File: src/rtl/timestamp_streamer_if.sv
// Host pipe bundle carrying timestamp beats out of timestamp_streamer.
// Handshake: a beat transfers on a rising clk edge where pipeTVALID and
// pipeTREADY are both 1. Once the source raises pipeTVALID it keeps
// pipeTVALID, pipeTDATA and pipeTLAST unchanged until that transfer. The
// sink may change pipeTREADY freely. pipeTLAST flags the final (trailer)
// beat of a run.
interface timestamp_streamer_if;
  logic [31:0] pipeTDATA;
  logic        pipeTVALID;
  logic        pipeTREADY;
  logic        pipeTLAST;

  modport master (output pipeTDATA, output pipeTVALID, output pipeTLAST,
                  input pipeTREADY);
  modport slave  (input pipeTDATA, input pipeTVALID, input pipeTLAST,
                  output pipeTREADY);
endinterface

File: src/rtl/timestamp_streamer.sv
// Profiling timestamp streamer: while a run is active, "save" commands
// capture a free-running 64-bit timer into a FIFO. Each entry streams out as
// two 32-bit beats (low word, then high word). A trailer beat carrying the
// overflow count closes the run.
// TIMER_LOAD is the value the timer takes on entry to RUN. It is 0 in normal
// use. A nonzero value lets the 64-bit wrap be reached without running for
// 2^64 cycles.
module timestamp_streamer #(
  parameter int          DEPTH      = 16,
  parameter logic [63:0] TIMER_LOAD = 64'd0
) (
  input  logic                        clk,
  input  logic                        rst,
  input  logic                        start,
  input  logic [3:0]                  command,
  output logic                        done,
  output logic [1:0]                  dbg_state,
  timestamp_streamer_if.master        pipe
);

  localparam int          AW       = $clog2(DEPTH);
  localparam logic [AW:0] FULL_CNT = (AW + 1)'(DEPTH);
  localparam logic [3:0]  CMD_SAVE   = 4'h1;
  localparam logic [3:0]  CMD_FINISH = 4'h2;

  typedef enum logic [1:0] {
    S_IDLE    = 2'd0,
    S_RUN     = 2'd1,
    S_DRAIN   = 2'd2,
    S_TRAILER = 2'd3
  } state_t;

  state_t state, state_next;

  logic [63:0]   mem [DEPTH];
  logic [AW-1:0] wr_ptr, rd_ptr;
  logic [AW:0]   count;
  logic          hi_sel;        // 0: low word of head is on the bus, 1: high word
  logic [63:0]   timer;
  logic [15:0]   ovf_count;
  logic [63:0]   head;

  logic stream_active, stream_beat, pop, push_req, push, push_reject;

  assign head          = mem[rd_ptr];
  assign stream_active = ((state == S_RUN) || (state == S_DRAIN)) && (count != '0);
  assign stream_beat   = stream_active && pipe.pipeTREADY;
  assign pop           = stream_beat && hi_sel;
  assign push_req      = (state == S_RUN) && (command == CMD_SAVE);
  // A full FIFO still takes a push when the head leaves in the same cycle.
  assign push          = push_req && ((count != FULL_CNT) || pop);
  assign push_reject   = push_req && !push;

  assign done      = (state == S_IDLE);
  assign dbg_state = state;

  // State register.
  always_ff @(posedge clk) begin
    if (rst) state <= S_IDLE;
    else     state <= state_next;
  end

  // Next-state decode and pipe outputs (data and last are zero when not valid).
  always_comb begin
    state_next      = state;
    pipe.pipeTVALID = 1'b0;
    pipe.pipeTLAST  = 1'b0;
    pipe.pipeTDATA  = 32'd0;
    case (state)
      S_IDLE:    if (start) state_next = S_RUN;
      S_RUN:     if (command == CMD_FINISH) state_next = S_DRAIN;
      S_DRAIN:   if ((count == '0) && !hi_sel) state_next = S_TRAILER;
      S_TRAILER: if (pipe.pipeTREADY) state_next = S_IDLE;
      default:   state_next = S_IDLE;
    endcase
    if (state == S_TRAILER) begin
      pipe.pipeTVALID = 1'b1;
      pipe.pipeTLAST  = 1'b1;
      pipe.pipeTDATA  = {16'hFFFF, ovf_count};
    end else if (stream_active) begin
      pipe.pipeTVALID = 1'b1;
      pipe.pipeTDATA  = hi_sel ? head[63:32] : head[31:0];
    end
  end

  // Timer, FIFO pointers, beat select and overflow counter.
  always_ff @(posedge clk) begin
    if (rst) begin
      wr_ptr    <= '0;
      rd_ptr    <= '0;
      count     <= '0;
      hi_sel    <= 1'b0;
      timer     <= 64'd0;
      ovf_count <= 16'd0;
    end else begin
      if ((state == S_IDLE) && start) begin
        timer     <= TIMER_LOAD;
        ovf_count <= 16'd0;
      end else if ((state == S_RUN) || (state == S_DRAIN)) begin
        timer <= timer + 64'd1;
      end
      if (push) wr_ptr <= wr_ptr + 1'b1;
      if (pop)  rd_ptr <= rd_ptr + 1'b1;
      count <= count + {{AW{1'b0}}, push} - {{AW{1'b0}}, pop};
      if (stream_beat) hi_sel <= ~hi_sel;
      if (push_reject && (ovf_count != 16'hFFFF)) ovf_count <= ovf_count + 16'd1;
    end
  end

  // FIFO storage; contents are only observed while the FIFO is non-empty.
  always_ff @(posedge clk) begin
    if (push) mem[wr_ptr] <= timer;
  end

endmodule

File: src/flat_wrapper.sv
// flat-port wrapper written by rule: the top's interface ports become plain ports
module timestamp_streamer_flat 
#(
  parameter int          DEPTH      = 16,
  parameter logic [63:0] TIMER_LOAD = 64'd0
)
  (clk, rst, start, command, done, dbg_state, pipe_pipeTDATA, pipe_pipeTVALID, pipe_pipeTLAST, pipe_pipeTREADY);
  timestamp_streamer_if pipe_i ();
  input  logic clk;
  input  logic rst;
  input  logic start;
  input  logic [3:0] command;
  output logic done;
  output logic [1:0] dbg_state;
  output wire logic [$bits(pipe_i.pipeTDATA)-1:0] pipe_pipeTDATA;
  output wire logic [$bits(pipe_i.pipeTVALID)-1:0] pipe_pipeTVALID;
  output wire logic [$bits(pipe_i.pipeTLAST)-1:0] pipe_pipeTLAST;
  input wire logic [$bits(pipe_i.pipeTREADY)-1:0] pipe_pipeTREADY;
  assign pipe_pipeTDATA = pipe_i.pipeTDATA;
  assign pipe_pipeTVALID = pipe_i.pipeTVALID;
  assign pipe_pipeTLAST = pipe_i.pipeTLAST;
  assign pipe_i.pipeTREADY = pipe_pipeTREADY;
  timestamp_streamer #(.DEPTH(DEPTH), .TIMER_LOAD(TIMER_LOAD)) u_core (.clk(clk), .rst(rst), .start(start), .command(command), .done(done), .dbg_state(dbg_state), .pipe(pipe_i));
endmodule
File: config.mk
export PLATFORM = sky130hd
export DESIGN_NAME = timestamp_streamer_flat
export DESIGN_NICKNAME = d
export VERILOG_FILES = /design/src/rtl/timestamp_streamer_if.sv /design/src/rtl/timestamp_streamer.sv /design/src/flat_wrapper.sv
export SDC_FILE = /design/constraint.sdc
export NUM_CORES = 1
export LEC_CHECK = 0
export ABC_CLOCK_PERIOD_IN_PS = 11300
export BUFFER_PORTS_ARGS = -buffer_cell sky130_fd_sc_hd__buf_2
export CELL_PAD_IN_SITES_DETAIL_PLACEMENT = 1
export CELL_PAD_IN_SITES_GLOBAL_PLACEMENT = 1
export CORE_UTILIZATION = 51
export CTS_CLUSTER_SIZE = 8
export DETAILED_ROUTE_END_ITERATION = 12
export PLACE_DENSITY = 0.78
export SETUP_SLACK_MARGIN = 0.4
export SLEW_MARGIN = 15
export SYNTH_ARGS = -nofsm -noshare
export SYNTH_HDL_FRONTEND = slang
export SYNTH_SLANG_ARGS = --single-unit
File: constraint.sdc
create_clock -name clk -period 11.3 [get_ports clk]
set_input_delay 1.13 -clock clk [delete_from_list [all_inputs] [get_ports clk]]
set_output_delay 1.13 -clock clk [all_outputs]
set_load 0.02 [all_outputs]
==> reports/results.ini <==
[route]
wl_per_cell_um = 31.9
drt.antenna.violating_nets = 0
vias_per_cell = 6.36
drt_first_iter_violations = 2492
vias = 22800
dr.pass1.iters = 5
wl_um = 114000
drc = 0

[logic_synthesis]
yosysWarnings = 0
syn_nets = 2224
ys_seq_area_share_pct = 75.1
synth-edff-count = 1024
syn-mean-instance-area_um2 = 19.8
ys_seq_elements = 1124
netlist_instances = 2198
synth.distinct_cells = 57
synth.cell_area_um2 = 43600
async_reset_ff_share_pct = 0
synth_ff_type = edfxtp_1

[timing]
fin_setup_tns_ns = 0
fin_crit_ns = 5.84
timing.fmax_ghz = 0.171
whs_ns = 0.513
worstMarginPinSlew_ns = 1.24
rsz0062_at_grt = no
slew_violations = 0
relSlewSlack_pct = 16.6
hold_violations = 0
setup_viol = 0
finClkSkew_ns = 0.0283
finalCritPeriodShare_pct = 51.7

[setup_path]
regToRegStartpoint = u_core.dbg_state[1]
crit_start = u_core.dbg_state[1]
crit_buf_inv = 3
cp-start-kind = register
arrival_ns = 4.71
path_delay_family = compound AO/OA/AOI/OAI gates
crit_chain = inv_1 > ha_1 > o21a_1 > nand2b_1 > a2111oi_0 > buf_4 > a21o_1 > buf_2
required_ns = 10.17
critPathMaxStageDelay_ns = 1.00
crit_slowest_cell = o21a_1
path_class = reg2out
cp-end-kind = output port
cp_max_fo = 19

[global_routing]
grt_pass1_vias = 24700
grt-busiest-layer = met2
grt.met1_usage_pct = 34.2
grt_pass1_wl_um = 166000
met2_usage_pct = 45.2
grt_max_degree = 110
use_met3_pct = 5.01
grtUsageTotal_pct = 26.8
overflow = 0
antenna_found_initial = 3

[power_and_ir_drop]
ir_worst_vdd_v = 0.000145
leakage_uw = 0.0157
power_per_cell_area_nw_per_um2 = 183
power_uw = 9120

[clock_tree]
cts_max_path_buffers = 3
path_clk_slew_ns = 0.05
cts.sinks = 1124
ctsResizeCount = 0
holdBufCountCts = 0
postCtsSetupBuffers = 0
root_buffer = clkbuf_16
cts_htree_levels = 4
clock_latency_ns = 0.75
cts_buffers = 158
cts_tree = yes

[placed_design]
gp_congestion = 0.767
detailed_place_hpwl_um = 60000
dp_cells = 3303
port_buffers = 44

[floorplanning]
core_um2 = 84100
chipWidth_um = 294
dieArea_um2 = 86700
io_pins = 45
initial_utilization_pct = 51.9
die_h_um = 294
rows = 106

[cells_and_area]
syn_to_final_growth_pct = 14.3
mostFrequentLayoutCell = edfxtp_1
antenna_cells = 0
nNetsFinal = 2355
drive_above_1_share_pct = 23.0
layout_common_cells = 1024 x edfxtp_1, 257 x mux4_2, 161 x clkbuf_16, 102 x clkbuf_1, 96 x nor2_1
layoutNonFillerInstCount = 3579
fin_util_pct = 59.3

[job]
drv_cap = 0

[worst_hold_path]
hp-start = u_core.rd_ptr[3]
hold_path_class = reg2reg

[outcome]
status = complete, no violations

-- sequential cells by signal, summed over array words and instances, names as in the netlist, named ones only --
signal / count
u_core.mem: 1024
u_core.hi_sel: 1
u_core.wr_ptr: 4
u_core.timer: 64
u_core.ovf_count: 16
u_core.rd_ptr: 4
u_core.count: 5
u_core.dbg_state: 2
-- worst register-to-register path, stage by stage (launching register included) --
cell and delay [ns]:
dfxtp_1 0.42, inv_1 0.11, ha_1 0.49, a311o_1 0.28, nor2b_1 0.62, nand2_1 0.43
nor2_4 0.75, buf_4 0.90
-- logic make-up (layout without fill, tap and decap cells) --
family,after synthesis,in the layout,share of synthesized area [%]
adders and majority gates,18,18,0.534
muxes,310,310,14.5
buffers and inverters,141,388,1.39
DFF,1124,1124,75.1
AOI/OAI and AO/OA,184,184,3.01
and+or+nand+nor,347,347,3.98
xor gates and xnor gates,74,74,1.49
-- area by class of cell --
type / count / area, µm²
inverter: 21 / 78.8
timing repair buffer: 91 / 598
multi-input combinational: 933 / 10400
tap: 1134 / 1420
clock buffer: 263 / 4410
sequential: 1124 / 32800
fill: 7182 / 34200
clock inverter: 13 / 195
-- through the flow --
step | worst slack (ns) | instance area, µm²
after floorplan | 4.12 | 43600
after global placement | 6.46 | 45200
after detailed placement | 6.27 | 45200
after CTS | 5.45 | 49800
after global routing | 5.22 | 49900
final | 5.46 | 49900
-- final timing paths --
check | end | slack (ns) | depth (start not counted)
hold reg to reg | register | 0.51 | 2
setup / recovery | pipe_pipeTDATA[15] | 5.46 | 8
setup reg to reg | u_core.mem[11][12] | 6.86 | 7
hold / removal | register | 0.51 | 2
-- layer usage --
metal / share of wire [%] / wire length (µm) / up-vias
met3: 7.0 / 8010 / 259
met5: 0.011 / 13 / -
met4: 3.7 / 4200 / 2
li1: - / - / 9283
met1: 38 / 43700 / 12100
met2: 51 / 58100 / 1081
-- synth_stat cells (all sizes together) (17+ instances only) --
library cell | instances | area, µm²
a21oi | 30 | 150
a22oi | 26 | 195
and3 | 18 | 113
buf | 52 | 273
clkbuf | 68 | 255
dfxtp | 100 | 2000
edfxtp | 1024 | 30700
ha | 17 | 213
inv | 21 | 78.8
mux2i | 50 | 500
mux4 | 257 | 5790
nand2 | 65 | 244
nand3 | 62 | 325
nand4 | 25 | 163
nor2 | 109 | 409
xnor2 | 19 | 166
xor2 | 55 | 482
-- where the power goes --
group | total [µW] | switching (µW) | leakage (µW) | internal [µW]
Combinational | 193 | 138 | 0.00317 | 55.0
Sequential | 4520 | 21.8 | 0.0103 | 4500
Clock | 4410 | 1740 | 0.00219 | 2660
Power figures use the tool's default switching activity.
